**config.mk**
```make
export PLATFORM = sky130hd
export DESIGN_NAME = mmcm_drp_reconfig
export DESIGN_NICKNAME = d
export VERILOG_FILES = /design/src/rtl/mmcm_cfg_pkg.sv /design/src/rtl/sync_2ff.sv /design/src/rtl/mmcm_drp_reconfig.sv
export SDC_FILE = /design/constraint.sdc
export NUM_CORES = 1
export LEC_CHECK = 0
export ABC_AREA = 1
export CAP_MARGIN = 10
export CORE_MARGIN = 2
export CORE_UTILIZATION = 49
export CTS_BUF_LIST = sky130_fd_sc_hd__clkbuf_4 sky130_fd_sc_hd__clkbuf_8
export DETAILED_ROUTE_END_ITERATION = 7
export GPL_TIMING_DRIVEN = 0
export PLACE_DENSITY_LB_ADDON = 0.3
export REMOVE_ABC_BUFFERS = 1
export SYNTH_ARGS = -nofsm -noshare
export SYNTH_HDL_FRONTEND = slang
export SYNTH_HIERARCHICAL = 1
export SYNTH_SLANG_ARGS = --single-unit
```
**constraint.sdc**
```tcl
create_clock -name clk -period 2.9 [get_ports clk]
set_input_delay 0.58 -clock clk [delete_from_list [all_inputs] [get_ports clk]]
set_output_delay 0.58 -clock clk [all_outputs]
set_load 0.01 [all_outputs]
```
**src/rtl/mmcm_cfg_pkg.sv**
```systemverilog
// Shared types and constants for the MMCME2 DRP reconfiguration sequencer.
// Holds the DRP geometry, the standard MMCME2 register addresses and the FSM state encoding.
package mmcm_cfg_pkg;

   localparam int unsigned DRP_AW = 7;
   localparam int unsigned DRP_DW = 16;

   localparam logic [DRP_AW-1:0] ADDR_CLKOUT0_REG1 = 7'h08;
   localparam logic [DRP_AW-1:0] ADDR_CLKOUT0_REG2 = 7'h09;
   localparam logic [DRP_AW-1:0] ADDR_CLKFBOUT_REG1 = 7'h14;
   localparam logic [DRP_AW-1:0] ADDR_CLKFBOUT_REG2 = 7'h15;
   localparam logic [DRP_AW-1:0] ADDR_DIVCLK = 7'h16;
   localparam logic [DRP_AW-1:0] ADDR_LOCK_REG1 = 7'h18;
   localparam logic [DRP_AW-1:0] ADDR_LOCK_REG2 = 7'h19;
   localparam logic [DRP_AW-1:0] ADDR_LOCK_REG3 = 7'h1A;
   localparam logic [DRP_AW-1:0] ADDR_FILT_REG1 = 7'h4E;
   localparam logic [DRP_AW-1:0] ADDR_FILT_REG2 = 7'h4F;
   localparam logic [DRP_AW-1:0] ADDR_POWER = 7'h28;

   typedef enum logic [2:0] {
      StIdle,
      StRdReq,
      StRdWait,
      StWrReq,
      StWrWait,
      StRelease,
      StWaitLock,
      StFail
   } state_e;

   // A 1 in mask keeps the bit already in the MMCM register.
   function automatic logic [DRP_DW-1:0] rmw_merge(input logic [DRP_DW-1:0] rdata,
                                                   input logic [DRP_DW-1:0] mask,
                                                   input logic [DRP_DW-1:0] data);
      return (rdata & mask) | (data & ~mask);
   endfunction

endpackage

```
**src/rtl/sync_2ff.sv**
```systemverilog
// Two-flop synchroniser for a single asynchronous level signal.
module sync_2ff (
   input  logic clk,
   input  logic rst,
   input  logic d,
   output logic q
);

   logic meta_q;

   always_ff @(posedge clk or posedge rst) begin
      if (rst) begin
         meta_q <= 1'b0;
         q      <= 1'b0;
      end else begin
         meta_q <= d;
         q      <= meta_q;
      end
   end

endmodule

```
**src/rtl/mmcm_drp_reconfig.sv**
```systemverilog
// Reprograms a running MMCME2_ADV over DRP: holds it in reset, read-modify-writes every
// table entry, releases reset and waits for LOCKED, flagging a sticky error on any timeout.
module mmcm_drp_reconfig
   import mmcm_cfg_pkg::*;
#(
   parameter int unsigned NUM_ENTRIES  = 23,
   parameter int unsigned IDX_W        = 5,
   parameter int unsigned DRDY_TIMEOUT = 64,
   parameter int unsigned LOCK_TIMEOUT = 65536
) (
   input  logic              clk,
   input  logic              rst,
   input  logic              start,
   output logic              busy,
   output logic              done,
   output logic              error,
   output logic [IDX_W-1:0]  tbl_idx,
   input  logic [DRP_AW-1:0] tbl_addr,
   input  logic [DRP_DW-1:0] tbl_mask,
   input  logic [DRP_DW-1:0] tbl_data,
   output logic              drp_den,
   output logic              drp_dwe,
   output logic [DRP_AW-1:0] drp_daddr,
   output logic [DRP_DW-1:0] drp_di,
   input  logic [DRP_DW-1:0] drp_do,
   input  logic              drp_drdy,
   output logic              mmcm_rst,
   input  logic              mmcm_locked
);

   localparam int unsigned TMR_MAX = (LOCK_TIMEOUT > DRDY_TIMEOUT) ? LOCK_TIMEOUT : DRDY_TIMEOUT;
   localparam int unsigned TMR_W = $clog2(TMR_MAX + 1);
   localparam logic [TMR_W-1:0] DRDY_LIMIT = TMR_W'(DRDY_TIMEOUT - 1);
   localparam logic [TMR_W-1:0] LOCK_LIMIT = TMR_W'(LOCK_TIMEOUT - 1);
   localparam logic [IDX_W-1:0] LAST_IDX = IDX_W'(NUM_ENTRIES - 1);

   state_e              state_q, state_d;
   logic [TMR_W-1:0]    timer_q, timer_d, timer_inc;
   logic [IDX_W-1:0]    idx_q, idx_d;
   logic [DRP_DW-1:0]   rdata_q, rdata_d;
   logic [DRP_AW-1:0]   daddr_q, daddr_d;
   logic                busy_q, busy_d;
   logic                done_q, done_d;
   logic                error_q, error_d;
   logic                mmcm_rst_q, mmcm_rst_d;
   logic                locked_s;

   sync_2ff u_lock_sync (
      .clk (clk),
      .rst (rst),
      .d   (mmcm_locked),
      .q   (locked_s)
   );

   assign timer_inc = (timer_q == '1) ? timer_q : timer_q + 1'b1;

   always_comb begin
      state_d    = state_q;
      timer_d    = timer_q;
      idx_d      = idx_q;
      rdata_d    = rdata_q;
      daddr_d    = daddr_q;
      busy_d     = busy_q;
      done_d     = 1'b0;
      error_d    = error_q;
      mmcm_rst_d = mmcm_rst_q;
      drp_den    = 1'b0;
      drp_dwe    = 1'b0;
      drp_di     = '0;
      drp_daddr  = daddr_q;

      unique case (state_q)
         StIdle: begin
            if (start) begin
               error_d    = 1'b0;
               busy_d     = 1'b1;
               idx_d      = '0;
               mmcm_rst_d = 1'b1;
               state_d    = StRdReq;
            end
         end
         StRdReq: begin
            drp_den   = 1'b1;
            drp_daddr = tbl_addr;
            daddr_d   = tbl_addr;
            timer_d   = '0;
            state_d   = StRdWait;
         end
         StRdWait: begin
            if (drp_drdy) begin
               rdata_d = drp_do;
               state_d = StWrReq;
            end else if (timer_q >= DRDY_LIMIT) begin
               state_d    = StFail;
               error_d    = 1'b1;
               busy_d     = 1'b0;
               mmcm_rst_d = 1'b0;
            end else begin
               timer_d = timer_inc;
            end
         end
         StWrReq: begin
            drp_den   = 1'b1;
            drp_dwe   = 1'b1;
            drp_daddr = tbl_addr;
            daddr_d   = tbl_addr;
            drp_di    = rmw_merge(rdata_q, tbl_mask, tbl_data);
            timer_d   = '0;
            state_d   = StWrWait;
         end
         StWrWait: begin
            if (drp_drdy) begin
               if (idx_q == LAST_IDX) begin
                  mmcm_rst_d = 1'b0;
                  state_d    = StRelease;
               end else begin
                  idx_d   = idx_q + 1'b1;
                  state_d = StRdReq;
               end
            end else if (timer_q >= DRDY_LIMIT) begin
               state_d    = StFail;
               error_d    = 1'b1;
               busy_d     = 1'b0;
               mmcm_rst_d = 1'b0;
            end else begin
               timer_d = timer_inc;
            end
         end
         StRelease: begin
            mmcm_rst_d = 1'b0;
            timer_d    = '0;
            state_d    = StWaitLock;
         end
         StWaitLock: begin
            if (locked_s) begin
               done_d  = 1'b1;
               busy_d  = 1'b0;
               state_d = StIdle;
            end else if (timer_q >= LOCK_LIMIT) begin
               state_d    = StFail;
               error_d    = 1'b1;
               busy_d     = 1'b0;
               mmcm_rst_d = 1'b0;
            end else begin
               timer_d = timer_inc;
            end
         end
         StFail: begin
            state_d = StIdle;
         end
         default: begin
            state_d = StIdle;
         end
      endcase
   end

   always_ff @(posedge clk or posedge rst) begin
      if (rst) begin
         state_q    <= StIdle;
         timer_q    <= '0;
         idx_q      <= '0;
         rdata_q    <= '0;
         daddr_q    <= '0;
         busy_q     <= 1'b0;
         done_q     <= 1'b0;
         error_q    <= 1'b0;
         mmcm_rst_q <= 1'b0;
      end else begin
         state_q    <= state_d;
         timer_q    <= timer_d;
         idx_q      <= idx_d;
         rdata_q    <= rdata_d;
         daddr_q    <= daddr_d;
         busy_q     <= busy_d;
         done_q     <= done_d;
         error_q    <= error_d;
         mmcm_rst_q <= mmcm_rst_d;
      end
   end

   assign busy     = busy_q;
   assign done     = done_q;
   assign error    = error_q;
   assign tbl_idx  = idx_q;
   assign mmcm_rst = mmcm_rst_q;

endmodule

```
==> results_dict.tcl <==
set metrics [dict create \
    outcome "finished, final reports clean" \
    synth_common_cells "nand2_1 (122), dfrtp_1 (54), nor2_1 (50)" \
    wirelength_mm 7.87 \
    netlist_area_um2 3220 \
    leakage_nw 2.10 \
    syn_avg_cell_area_um2 7.93 \
    ctsHoldBuffers 0 \
    tightest_slew_ns 0.567 \
    synth_warnings 6 \
    start_kind "register" \
    setup_slack_ns 0.221 \
    whs_path_depth 0 \
    rsz0062_at_grt "false" \
    setup_viol 0 \
    ff2ff_setup_slack_ns 0.46 \
    dieArea_um2 7230 \
    routabilityCongestion 0.891 \
    cp-end-kind "primary output" \
    hpwl_mm 5.89 \
    drc 0 \
    fillers 494 \
    path_delay_family "buffers and inverters" \
    dp_slack_ns 0.0277 \
    cts_made_buffers 5 \
    grt_max_degree 28 \
    vias 3018 \
    synth_edf_count 0 \
    drtPass1Iterations 5 \
    clk_latency_ns 0.31 \
    synth_top_area_share_pct 42.0 \
    yosysTopAreaCell "dfrtp_1" \
    syn2layout_area_growth_pct 35.2 \
    die_y_um 85.1 \
    hold_path_end "u_lock_sync/q$_DFF_PP0_" \
    path_class "register to primary output" \
    antenna_cells 0 \
    crit_top_cell "nand2_1" \
    portBuffers 93 \
    wl_per_cell_um 13.6 \
    drt_iter0_markers 229 \
    critical_path_arrival_ns 2.10 \
    hold_class "register to register" \
    cp_num_buf_inv 2 \
    post-route-period-util_pct 92.4 \
    htreeDepth 2 \
    rr_startpoint "timer_q[0]$_DFFE_PP0P_" \
    power.total_mw 3.30 \
    holdWs_ns 0.380 \
    viasPerCell 5.23 \
    min_from "u_lock_sync/meta_q$_DFF_PP0_" \
    fp.coreArea_um2 6350 \
    placed_cell_area_um2 4210 \
    maxCapViolations 0 \
    cp_slowest_cell "dfrtp_1" \
    cp_max_fo 10 \
    rows 29 \
    synth_most_common_cell "nand2_1" \
    timing.fmax_ghz 0.373 \
    max_slew_margin_pct 62.1 \
    grt_pass1_vias 2851 \
    ios 94 \
    grt_pass1_wl_mm 12.9 \
    r2r_cells 14 \
    power.density_nw_per_um2 757 \
    synthCells 406 \
    report.final.slew_viol_count 0 \
    ir_drop_v 0.000508 \
    utilization_pct 68.6 \
    cts_root_buf "clkbuf_8" \
    synth.area.top_cells "dfrtp_1 (42%), nand2_1 (14%), mux2_2 (11%)" \
    yosys_register_bits 54 \
    synthFlopType "dfrtp_1" \
    place_inst 568 \
    async_flop_share_pct 100 \
    synth_cell_types 34 \
    r2r-end "timer_q[1]$_DFFE_PP0P_" \
    clk_pin_slew_ns 0.10 \
    fin_crit_ns 2.68 \
    nNetsFinal 564 \
    fin_skew_ns 0.00821 \
    fin_area_um2 4350 \
    setup_tns_ns 0 \
    multiInputGateArea_um2 1650 \
    synth_seq_area_share_pct 42.0 \
    cts_tree "yes" \
    cts_buffer_depth 2 \
    antenna_found_initial 0 \
    cts.sinks 54 \
    path_cells "nor2_2 -> inv_1 -> nand2_1 -> nand2_1 -> clkdlybuf4s50_1" \
    layout-drive-gt1-share_pct 12.4 \
    critPathMaxStageDelay_ns 0.55 \
    fin_cells 577 \
    required_ns 2.32 \
    drtAntennaViolNets 0 \
    die_w_um 85.1 \
    grt_usage_pct 22.0 \
    seq_area_um2 1350 \
    startpoint "state_q[2]$_DFFE_PP0P_" \
    overflow 0 \
    start_util_pct 50.7 \
    hold_viol 0 \
]
==> worst reg2reg max path, stage by stage (launching register included) <==
cell	delay [ns]
dfrtp_1	0.43
ha_1	0.19
nand2_1	0.11
nor3_1	0.25
nand2_1	0.15
nor4_1	0.30
ha_1	0.21
nor2_1	0.04
nor2_1	0.09
nor2_1	0.06
nand3_2	0.09
inv_4	0.10
nand2_4	0.19
nand2_1	0.09
nand2_1	0.07
==> layer usage <==
metal	GRT usage [%]	up-vias	part of all wire (%)
met4	7.94	0	2.5
met2	37.7	112	51
met3	4.96	17	5.7
met1	27.2	1412	41
met5	0	-	0
li1	-	1477	-
==> worst max-delay path by stage <==
stage,cells past startpoint,to
floorplan,4,drp_di[0]
global route,5,drp_daddr[6]
global placement,2,mmcm_rst$_DFFE_PP0P_
finish,5,drp_daddr[6]
CTS,5,drp_daddr[6]
detailed placement,5,drp_di[9]
==> state kept, by name, indices dropped and copies added, names as in the netlist, 3 cells and up <==
signal   count
state_q      3
daddr_q      7
tbl_idx      5
rdata_q     16
timer_q     17
==> placed cells by master, fill, tap and decap left out, types with 2 or more instances in the layout <==
cell type	Yosys	layout
dfrtp_1	54	54
nor3_1	4	4
ha_1	5	5
nand4_1	6	6
nor2_2	3	4
nand2_2	4	4
buf_12	0	2
nand3_1	32	32
inv_1	41	40
xnor2_1	2	2
clkdlybuf4s50_1	0	93
clkbuf_8	0	5
nand2_4	2	2
mux2_2	32	32
a21oi_1	5	5
nand2_1	122	122
o21ai_0	7	7
nor2_1	50	49
o31ai_1	3	3
inv_2	2	3
nand3_2	3	3
xor2_1	9	9
==> power breakdown <==
part           switching, mW  total (mW)  internal, mW
sequential             0.177        1.17         0.997
combinational          0.866        1.61         0.745
clock                  0.245       0.513         0.267
total                   1.29        3.30          2.01
==> layout make-up <==
class,count,share of cell area [%]
Inverter,44,3.85
Multi-Input combinational cell,299,38.0
Timing Repair Buffer,95,22.3
Clock buffer,6,1.75
Clock inverter,2,0.862
Sequential cell,54,31.0
Tap cell,77,2.21
==> what timing repair did <==
item / in CTS / in global routing
endpoints found under the setup margin: 17 / 24
pin swaps: 1 / 1
setup buffers: 0 / 1
resized for setup: 1 / 1
==> cells by family (layout without fill, tap and decap cells) <==
logic type / count (synthesis) / after routing / share of synthesized area (%)
and+or+nand+nor: 232 / 232 / 31.1
DFF: 54 / 54 / 42.0
buffers and inverters: 53 / 147 / 6.96
muxes: 32 / 32 / 11.2
AOI/OAI and AO/OA: 19 / 19 / 3.81
xor gates and xnor gates: 11 / 11 / 2.99
adders and majority gates: 5 / 5 / 1.94
No activity file was read; power rests on OpenSTA's default activity.
